--- config.mk ---
export PLATFORM = sky130hd
export DESIGN_NAME = rs_encoder_seq
export DESIGN_NICKNAME = d
export VERILOG_FILES = /design/src/rtl/rs_encoder_seq_pkg.sv /design/src/rtl/rs_encoder_seq_gf_mult.sv /design/src/rtl/rs_encoder_seq.sv
export SDC_FILE = /design/constraint.sdc
export NUM_CORES = 1
export LEC_CHECK = 0
export BUFFER_PORTS_ARGS = -buffer_cell sky130_fd_sc_hd__buf_2
export CAP_MARGIN = 15
export CORE_UTILIZATION = 44
export DETAILED_ROUTE_END_ITERATION = 6
export GPL_TIMING_DRIVEN = 0
export PLACE_DENSITY = 0.69
export REMOVE_ABC_BUFFERS = 1
export SLEW_MARGIN = 0
export SYNTH_ARGS = -nofsm -noshare
export SYNTH_HDL_FRONTEND = slang
export SYNTH_SLANG_ARGS = --single-unit
export TNS_END_PERCENT = 50
--- constraint.sdc ---
create_clock -name clk -period 4.1 [get_ports clk]
set_input_delay 1.025 -clock clk [delete_from_list [all_inputs] [get_ports clk]]
set_output_delay 1.025 -clock clk [all_outputs]
set_load 0.02 [all_outputs]
--- src/rtl/rs_encoder_seq_pkg.sv ---
// ---------------------------------------------------------------------------
// rs_pkg -- shared constants and GF(16) helpers for the RS(15,9) encoder and
// the matching decoder.
//   * Code shape: N=15, K=9, NPAR=6 parity symbols, 4-bit symbols.
//   * Field: GF(16) with primitive polynomial x^4 + x + 1 (alpha^4 = 4'h3).
//   * Generator: g(x) = (x+a^1)(x+a^2)...(x+a^6)
//              = x^6 + 7x^5 + 9x^4 + 3x^3 + Cx^2 + Ax + C
//   * gf_mul: 4x4 field multiply, result always 4 bits.
// ---------------------------------------------------------------------------
package rs_pkg;

    localparam int N     = 15;
    localparam int K     = 9;
    localparam int NPAR  = 6;
    localparam int SYM_W = 4;
    localparam int CNT_W = 4;

    typedef enum logic [1:0] {
        ST_IDLE  = 2'd0,
        ST_SHIFT = 2'd1,
        ST_DONE  = 2'd2
    } enc_state_e;

    // Antilog table, alpha^e lives at [4*e +: 4] (alpha^0 in the low nibble).
    localparam logic [N*SYM_W-1:0] GF_EXP_TBL = {
        4'h9, 4'hD, 4'hF, 4'hE, 4'h7, 4'hA, 4'h5, 4'hB,
        4'hC, 4'h6, 4'h3, 4'h8, 4'h4, 4'h2, 4'h1
    };

    // Generator coefficients g0..g5; the monic x^6 term is implicit.
    localparam logic [SYM_W-1:0] G0 = 4'hC;
    localparam logic [SYM_W-1:0] G1 = 4'hA;
    localparam logic [SYM_W-1:0] G2 = 4'hC;
    localparam logic [SYM_W-1:0] G3 = 4'h3;
    localparam logic [SYM_W-1:0] G4 = 4'h9;
    localparam logic [SYM_W-1:0] G5 = 4'h7;
    localparam logic [NPAR*SYM_W-1:0] GEN_COEF = {G5, G4, G3, G2, G1, G0};

    // Shift-and-add multiply; each doubling of 'aa' reduces by x^4 = x + 1.
    function automatic logic [SYM_W-1:0] gf_mul(input logic [SYM_W-1:0] a,
                                                input logic [SYM_W-1:0] b);
        logic [SYM_W-1:0] acc;
        logic [SYM_W-1:0] aa;
        acc = '0;
        aa  = a;
        for (int i = 0; i < SYM_W; i++) begin
            if (b[i]) acc = acc ^ aa;
            aa = {aa[SYM_W-2:0], 1'b0} ^ (aa[SYM_W-1] ? 4'h3 : 4'h0);
        end
        return acc;
    endfunction

endpackage

--- src/rtl/rs_encoder_seq_gf_mult.sv ---
// ---------------------------------------------------------------------------
// gf_mult -- combinational GF(16) multiplier (x^4 + x + 1).
// Ports:
//   a_i [3:0]  multiplicand
//   b_i [3:0]  multiplier
//   p_o [3:0]  product a_i * b_i in GF(16)
// ---------------------------------------------------------------------------
module gf_mult
    import rs_pkg::*;
(
    input  logic [SYM_W-1:0] a_i,
    input  logic [SYM_W-1:0] b_i,
    output logic [SYM_W-1:0] p_o
);

    assign p_o = gf_mul(a_i, b_i);

endmodule

--- src/rtl/rs_encoder_seq.sv ---
// ---------------------------------------------------------------------------
// rs_encoder_seq -- sequential systematic RS(15,9) encoder over GF(16).
// One message symbol per clock goes through a 6-stage parity LFSR, from
// symbol 14 down to symbol 6.
//
// Ports:
//   clk            rising-edge clock
//   rst_n          asynchronous active-low reset
//   encodeMessage  start request, only looked at in IDLE
//   messageIn[35:0]    nine message symbols, [4*j +: 4] = codeword symbol j+6
//   codeWordOut[59:0]  [4*i +: 4] = symbol i; 0..5 parity, 6..14 message
//   codeWordValid  one-cycle pulse while in DONE
//   encoderBusy    high in SHIFT and DONE
//   selfCheckErr   (only with RS_ENC_SELFCHECK_EN) high in DONE when any of
//                  the syndromes S1..S6 of codeWordOut is nonzero
//
// Handshake: a start is taken on the first rising edge at which the FSM is
// in IDLE and encodeMessage is 1; messageIn is captured on that same edge.
// codeWordOut is valid from the DONE cycle on and holds until the next DONE.
//
// Timing: start edge N clears parity; edges N+1..N+9 shift symbols 14..6
// (counter 0..8); the edge processing counter 8 also loads codeWordOut and
// enters DONE; the following edge returns to IDLE. With encodeMessage held
// high, starts repeat every 11 clocks.
//
// Build option: define RS_ENC_SELFCHECK_EN to add the selfCheckErr output.
// ---------------------------------------------------------------------------
module rs_encoder_seq
    import rs_pkg::*;
(
    input  logic                    clk,
    input  logic                    rst_n,
    input  logic                    encodeMessage,
    input  logic [K*SYM_W-1:0]      messageIn,
    output logic [N*SYM_W-1:0]      codeWordOut,
    output logic                    codeWordValid,
    output logic                    encoderBusy
`ifdef RS_ENC_SELFCHECK_EN
    ,
    output logic                    selfCheckErr
`endif
);

    enc_state_e                        state_q, state_d;
    logic [CNT_W-1:0]                  cnt_q, cnt_d;
    logic [K*SYM_W-1:0]                msg_q, msg_d;
    logic [NPAR-1:0][SYM_W-1:0]        par_q, par_d;
    logic [N*SYM_W-1:0]                cw_q, cw_d;

    logic [SYM_W-1:0]                  sym;
    logic [SYM_W-1:0]                  fb;
    logic [NPAR-1:0][SYM_W-1:0]        gprod;
    logic [NPAR-1:0][SYM_W-1:0]        par_step;

    // Counter value c selects message symbol 8-c (codeword symbol 14-c).
    always_comb begin
        sym = '0;
        for (int j = 0; j < K; j++) begin
            if (cnt_q == CNT_W'(K - 1 - j)) sym = msg_q[SYM_W*j +: SYM_W];
        end
    end

    assign fb = sym ^ par_q[NPAR-1];

    for (genvar k = 0; k < NPAR; k++) begin : g_mult
        gf_mult u_gf_mult (
            .a_i (GEN_COEF[SYM_W*k +: SYM_W]),
            .b_i (fb),
            .p_o (gprod[k])
        );
    end

    always_comb begin
        par_step[0] = gprod[0];
        for (int k = 1; k < NPAR; k++) begin
            par_step[k] = par_q[k-1] ^ gprod[k];
        end
    end

    always_comb begin
        state_d = state_q;
        cnt_d   = cnt_q;
        msg_d   = msg_q;
        par_d   = par_q;
        cw_d    = cw_q;
        case (state_q)
            ST_IDLE: begin
                if (encodeMessage) begin
                    msg_d   = messageIn;
                    par_d   = '0;
                    cnt_d   = '0;
                    state_d = ST_SHIFT;
                end
            end
            ST_SHIFT: begin
                par_d = par_step;
                cnt_d = cnt_q + CNT_W'(1);
                // Last symbol: the codeword takes the freshly updated parity.
                if (cnt_q == CNT_W'(K - 1)) begin
                    cw_d    = {msg_q, par_step};
                    state_d = ST_DONE;
                end
            end
            ST_DONE: begin
                state_d = ST_IDLE;
            end
            default: begin
                state_d = ST_IDLE;
            end
        endcase
    end

    always_ff @(posedge clk or negedge rst_n) begin
        if (!rst_n) begin
            state_q <= ST_IDLE;
            cnt_q   <= '0;
            msg_q   <= '0;
            par_q   <= '0;
            cw_q    <= '0;
        end else begin
            state_q <= state_d;
            cnt_q   <= cnt_d;
            msg_q   <= msg_d;
            par_q   <= par_d;
            cw_q    <= cw_d;
        end
    end

    // Status outputs decode straight from the state register so reset
    // clears them without waiting for a clock.
    assign codeWordOut   = cw_q;
    assign codeWordValid = (state_q == ST_DONE);
    assign encoderBusy   = (state_q != ST_IDLE);

`ifdef RS_ENC_SELFCHECK_EN
    logic             syn_nz;
    logic [SYM_W-1:0] syn;

    // S_i = sum_j c_j * alpha^(i*j), i = 1..6; all zero for a valid codeword.
    always_comb begin
        syn_nz = 1'b0;
        syn    = '0;
        for (int i = 1; i <= NPAR; i++) begin
            syn = '0;
            for (int j = 0; j < N; j++) begin
                syn = syn ^ gf_mul(cw_q[SYM_W*j +: SYM_W],
                                   GF_EXP_TBL[SYM_W*((i*j) % N) +: SYM_W]);
            end
            if (syn != '0) syn_nz = 1'b1;
        end
    end

    assign selfCheckErr = (state_q == ST_DONE) && syn_nz;
`endif

endmodule

-- Word-level counts from Yosys, hierarchy flattened
Cells that the tools add are included.
- add/sub/neg operators: 1
- equal/unequal tests: 12
- mux-type cells: 36
- bitwise gates (word level): 21
- reduce and logical (&&, ||, !) cells: 8
- operators by type and width (cell ; number):
    4-bit 2-to-1 mux ; 22
    24-bit one-hot mux with 2 select lines ; 1
    24-bit 2-to-1 mux ; 1
    4-bit XOR ; 6
    3-bit NOT ; 6
    4-bit by 3-bit equality test with 1-bit output (second input constant) ; 4
    3-bit 2-to-1 mux ; 5
    4-bit by 2-bit equality test with 1-bit output (second input constant) ; 2
    2-bit 2-to-1 mux ; 4
    2-bit NOT ; 4
    4-bit NOT ; 2
    4-bit one-hot mux with 2 select lines ; 1
    2-bit AND reduction ; 4
    4-bit by 1-bit adder with 4-bit output (second input constant) ; 1
    4-bit by 1-bit equality test with 1-bit output (second input constant) ; 1
    4-bit equality test (second input constant) ; 1
    4-bit zero test ; 1
    2-bit inequality test (second input constant) ; 2
    2-bit one-hot mux with 2 select lines ; 1
    2-bit nonzero test ; 2
    1-bit NOT ; 3
    2-bit by 1-bit equality test with 1-bit output (second input constant) ; 1
    2-bit equality test (second input constant) ; 1
    2-bit zero test ; 1
    1-bit 2-to-1 mux ; 1
- register bits: 126
- output and inout port bits: 62
- word-level logic and storage cells: 88

-- Depth between registers and ports, before layout
- word-level depth: 20
- gate-level depth with buffers: 12
- gate-level depth less buffers: 9

-- Cells and area by module
A second synthesis with hierarchy kept.
- cell total of the unflattened synthesis: 729
- area total of the unflattened synthesis: 7262.0 um^2
- by module, submodules not included (module ; times used ; cells each ; area each (um^2) ; seq. area each (um^2)):
    rs_encoder_seq ; 1 ; 519 ; 5731.7 ; 3153.0
    gf_mult at g_mult[1].u_gf_mult ... ; 5 ; 35 ; 254.0 ; 0.0
    gf_mult at g_mult[0].u_gf_mult ; 1 ; 35 ; 260.2 ; 0.0

-- Least setup slack after synthesis
Ideal clock, no wire load.
- path kind: register to register
- start: register cnt_q[0]
- end: register par_q[11] (netlist name)
- library setup time: 0.131 ns
- arrival: 2.678 ns
- slack: 1.291 ns
- cell stages (with the launch flop): 12
- path buffers: 2
- path through: dfrtp_1 > inv_1 > ha_1 > buf_2 > or3b_4 > a221o_1 > a211o_1 > o311a_1 > buf_6 > xnor3_2 > xor2_1 > o21ai_1
- word-level cells in the longest chain between the ends: 18
- ends and longest elaborated chain (what ; line ; source):
    from (decl) ; rs_encoder_seq.sv:45 ; logic [CNT_W-1:0] cnt_q, cnt_d;
    from (signal assigned) ; rs_encoder_seq.sv:122 ; cnt_q <= cnt_d;
    4-bit equality test ; rs_encoder_seq.sv:59 ; if (cnt_q == CNT_W'(K - 1 - j)) sym = msg_q[SYM_W*j +: SYM_W];
    4-bit 2-to-1 mux (8 in series) ; rs_encoder_seq.sv:59 ;
    4-bit 2-to-1 mux (*) ; rs_encoder_seq.sv:59 ;
    4-bit XOR (*) ; rs_encoder_seq.sv:63 ; assign fb = sym ^ par_q[NPAR-1];
    4-bit 2-to-1 mux ; rs_encoder_seq_pkg.sv:47 ; if (b[i]) acc = acc ^ aa;
    3-bit NOT (no line) ; -- ;
    4-bit 2-to-1 mux ; rs_encoder_seq_pkg.sv:47 ;
    2-bit NOT (no line) ; -- ;
    4-bit 2-to-1 mux (*) ; rs_encoder_seq_pkg.sv:47 ;
    4-bit XOR (*) ; rs_encoder_seq.sv:76 ; par_step[k] = par_q[k-1] ^ gprod[k];
    24-bit one-hot mux with 2 select lines (*) ; rs_encoder_seq.sv:86 ; case (state_q)
    to (signal assigned) ; rs_encoder_seq.sv:124 ; par_q <= par_d;
    to (decl) ; rs_encoder_seq.sv:47 ; logic [NPAR-1:0][SYM_W-1:0] par_q, par_d;
Mark *: on every way between the ends. The rest lies on a longest branch, timed or not.
A chain may end at the register's enable or synchronous reset.

-- Final worst setup path
- start: register cnt_q[0]
- end: register cw_q[11], in the netlist codeWordOut[11]
- word-level cells in the longest chain between the ends: 17
- ends and longest elaborated chain (what ; line ; source):
    4-bit equality test ; rs_encoder_seq.sv:59, rs_encoder_seq.sv:99 ;
    4-bit 2-to-1 mux (9 in series) ; rs_encoder_seq.sv:59 ;
    4-bit XOR ; rs_encoder_seq.sv:63 ;
    4-bit 2-to-1 mux ; rs_encoder_seq_pkg.sv:47 ;
    3-bit NOT (no line) ; -- ;
    4-bit 2-to-1 mux ; rs_encoder_seq_pkg.sv:47 ;
    2-bit NOT (no line) ; -- ;
    4-bit 2-to-1 mux ; rs_encoder_seq_pkg.sv:47 ;
    4-bit XOR ; rs_encoder_seq.sv:76 ;
    to (signal assigned) ; rs_encoder_seq.sv:125 ; cw_q <= cw_d;
    to (decl) ; rs_encoder_seq.sv:48 ; logic [N*SYM_W-1:0] cw_q, cw_d;
Parallel ways exist; a longest one is shown, timed or not.

==> impl_metrics.json <==
{
  "io_pins": 101,
  "min_path_type": "flip-flop to flip-flop",
  "fin_skew_ps": 6.95,
  "wirelength_um": 12800,
  "numPortBuffers": 100,
  "clock_sinks": 126,
  "slowest_stage": "xnor3_2",
  "finalNetCount": 675,
  "hold_buffers": 0,
  "syn_avg_cell_area_sq_um": 10.6,
  "vias_per_cell": 5.17,
  "yosys.area.top_type": "dfrtp_1",
  "synth_edf_count": 0,
  "placed_area_sq_um": 6400,
  "synth_ff_type": "dfrtp_1",
  "cts_inserted_buffers": 17,
  "relSlewSlack_pct": 38.2,
  "synthesis.instances": 541,
  "setup_ws_ps": 531,
  "place_inst": 785,
  "num_antenna_cells": 0,
  "dr.pass1.iters": 4,
  "cts_resized": 0,
  "coreArea_sq_um": 12600,
  "tritoncts": "built",
  "start_util_pct": 45.2,
  "final_cells": 817,
  "synth.top_cells.by_area": "dfrtp_1 55%, nand2_1 11%, mux2_2 6.7%, o21ai_0 3.5%, xnor2_1 2.5%",
  "post-place-ws_ps": 566,
  "drt_iter0_markers": 215,
  "period_needed_ps": 3570,
  "vias": 4220,
  "path_clk_slew_ps": 60,
  "worstSkewPairLatency_ps": 420,
  "final_cell_area_sq_um": 7060,
  "h-tree-depth": 4,
  "synthTopCellsByCount": "168 x nand2_1, 126 x dfrtp_1, 40 x o21ai_0",
  "ant_nets": 0,
  "rsz0062_at_grt": "false",
  "overflow": 0,
  "wl_per_cell_um": 15.7,
  "path_cells": "inv_1 > ha_1 > and3b_1 > a221oi_1 > a211o_1 > o311a_1 > xnor3_2 > xor2_1 > o21ai_1",
  "cts_root_buffer": "clkbuf_16",
  "areaGrowthSynthToFinish_pct": 23.6,
  "grtUsageMet1_pct": 27.1,
  "drv_cap": 0,
  "arrival_ps": 3850,
  "status": "complete, no violations",
  "antenna_found_initial": 0,
  "synth.most_common_cell": "nand2_1",
  "slew_viol_final": 0,
  "max_freq_ghz": 0.280,
  "num_rows": 41,
  "grt_pass1_vias": 4248,
  "hold_viol": 0,
  "synthDistinctLibCells": 57,
  "crit_required_ps": 4380,
  "grtUsageMet2_pct": 34.2,
  "grt_max_degree": 65,
  "ys_async_sr_fraction_pct": 100,
  "grt_util_met3_pct": 4.65,
  "ys_warn_count": 0,
  "critPathLaunchType": "flip-flop",
  "clockBufferDepth": 2,
  "grt.total_usage_pct": 21.0,
  "critical_path_buf_inv_count": 1,
  "critPathTopFamily": "compound AO/OA/AOI/OAI gates",
  "gp_congestion": 0.736,
  "critPathKind": "flip-flop to flip-flop",
  "grt_pass1_wl_um": 21200,
  "place_hpwl_um": 8560,
  "fin_crit_sh_pct": 87.0,
  "busiest_layer": "met2",
  "die_height_um": 116,
  "syn_area_sq_um": 5710,
  "netlist.area_leader.share_pct": 55.2,
  "drc": 0,
  "setup_viol": 0,
  "crit_fanout": 19,
  "drive_gt1_share_pct": 28.8,
  "cp_slowest_stage_delay_ps": 600,
  "ys_seq_area_share_pct": 55.2,
  "dieWidth_um": 116,
  "worst_pin_slew_ps": 927,
  "die_area_sq_um": 13400,
  "cp-end-kind": "flip-flop",
  "ys_ff_latch": 126,
  "post-cts-setup-buffer-count": 0
}
[worst reg2reg max path: cells and delay by family (launching register included)]
family,cells,cell delay [ps]
AOI/OAI and AO/OA,4,1250
xor gates and xnor gates,2,850
adders and majority gates,1,430
buffers and inverters,1,90
DFF,1,430
and+or+nand+nor,1,380
[sequential cells by signal, summed over array words and instances (netlist names)]
signal	count
msg_q	36
codeWordOut	60
state_q	2
cnt_q	4
par_q	24
[stage by stage]
step | utilization (%) | hold slack [ps] | TNS (ps)
final | 55.9 | 469 | 0
after global routing | 55.9 | 489 | 0
after CTS | 55.9 | 472 | 0
after detailed placement | 50.7 | 458 | 0
after global placement | 49.8 | 453 | -109980
after floorplan | - | 448 | 0
[placed cells by master, fill, tap and decap left out, types with 3 or more instances in the layout]
| cell | n |
|---|---|
| o21ai_1 | 7 |
| buf_2 | 99 |
| nor3b_1 | 4 |
| a211o_1 | 4 |
| xor2_1 | 7 |
| o21ai_0 | 40 |
| inv_1 | 9 |
| ha_1 | 4 |
| a22o_1 | 5 |
| clkinv_2 | 3 |
| a21oi_1 | 5 |
| mux2_2 | 34 |
| xnor2_1 | 16 |
| nor2_1 | 5 |
| clkbuf_8 | 5 |
| nand4_1 | 3 |
| dfrtp_1 | 126 |
| o311a_1 | 3 |
| nand2_1 | 167 |
| xnor3_1 | 3 |
| o22ai_1 | 6 |
| clkbuf_16 | 17 |
| nor2b_1 | 7 |
| or2_2 | 3 |
| clkinvlp_4 | 3 |
| a221o_1 | 3 |
| bufinv_16 | 4 |
| nand3b_1 | 4 |
| nand2b_1 | 3 |
[layer usage]
metal,share of wire [%],vias up
met5,0,-
li1,-,2014
met1,45,2093
met2,50,106
met3,4.2,7
met4,0.83,0
[cell type report]
| cell class | instances | area, sq um |
|---|---|---|
| Multi-Input combinational cell | 373 | 2390 |
| Inverter | 9 | 33.8 |
| Clock inverter | 10 | 158 |
| Clock buffer | 22 | 494 |
| Timing Repair Buffer | 105 | 613 |
| Sequential cell | 126 | 3150 |
| Fill cell | 1109 | 5560 |
| Tap cell | 172 | 215 |
[final timing paths]
kind	startpoint	end	slack [ps]	cells past startpoint
min in group asynchronous	rst_n	msg_q[31]$_DFFE_PN0P_	600	1
max reg2reg	cnt_q[0]$_DFFE_PN0P_	codeWordOut[11]$_DFFE_PN0P_	530	9
min	codeWordOut[55]$_DFFE_PN0P_	codeWordOut[55]$_DFFE_PN0P_	470	2
max in group asynchronous	rst_n	codeWordOut[53]$_DFFE_PN0P_	2800	2
min reg2reg	codeWordOut[55]$_DFFE_PN0P_	codeWordOut[55]$_DFFE_PN0P_	470	2
max	cnt_q[0]$_DFFE_PN0P_	codeWordOut[11]$_DFFE_PN0P_	530	9
[kinds of logic (layout without fill, tap and decap cells)]
group / count (synthesis) / in the layout / synth area share [%]
xor+xnor: 32 / 32 / 7.01
buf+inv: 42 / 146 / 3.09
compound gates: 91 / 91 / 11.0
flops: 126 / 126 / 55.2
fa+ha+maj: 4 / 4 / 0.877
simple gates: 212 / 212 / 16.1
mux: 34 / 34 / 6.71
Power is left out: the tool's default activity adds up to more than one toggle a clock period on the data nets, which glitch-free logic cannot reach.
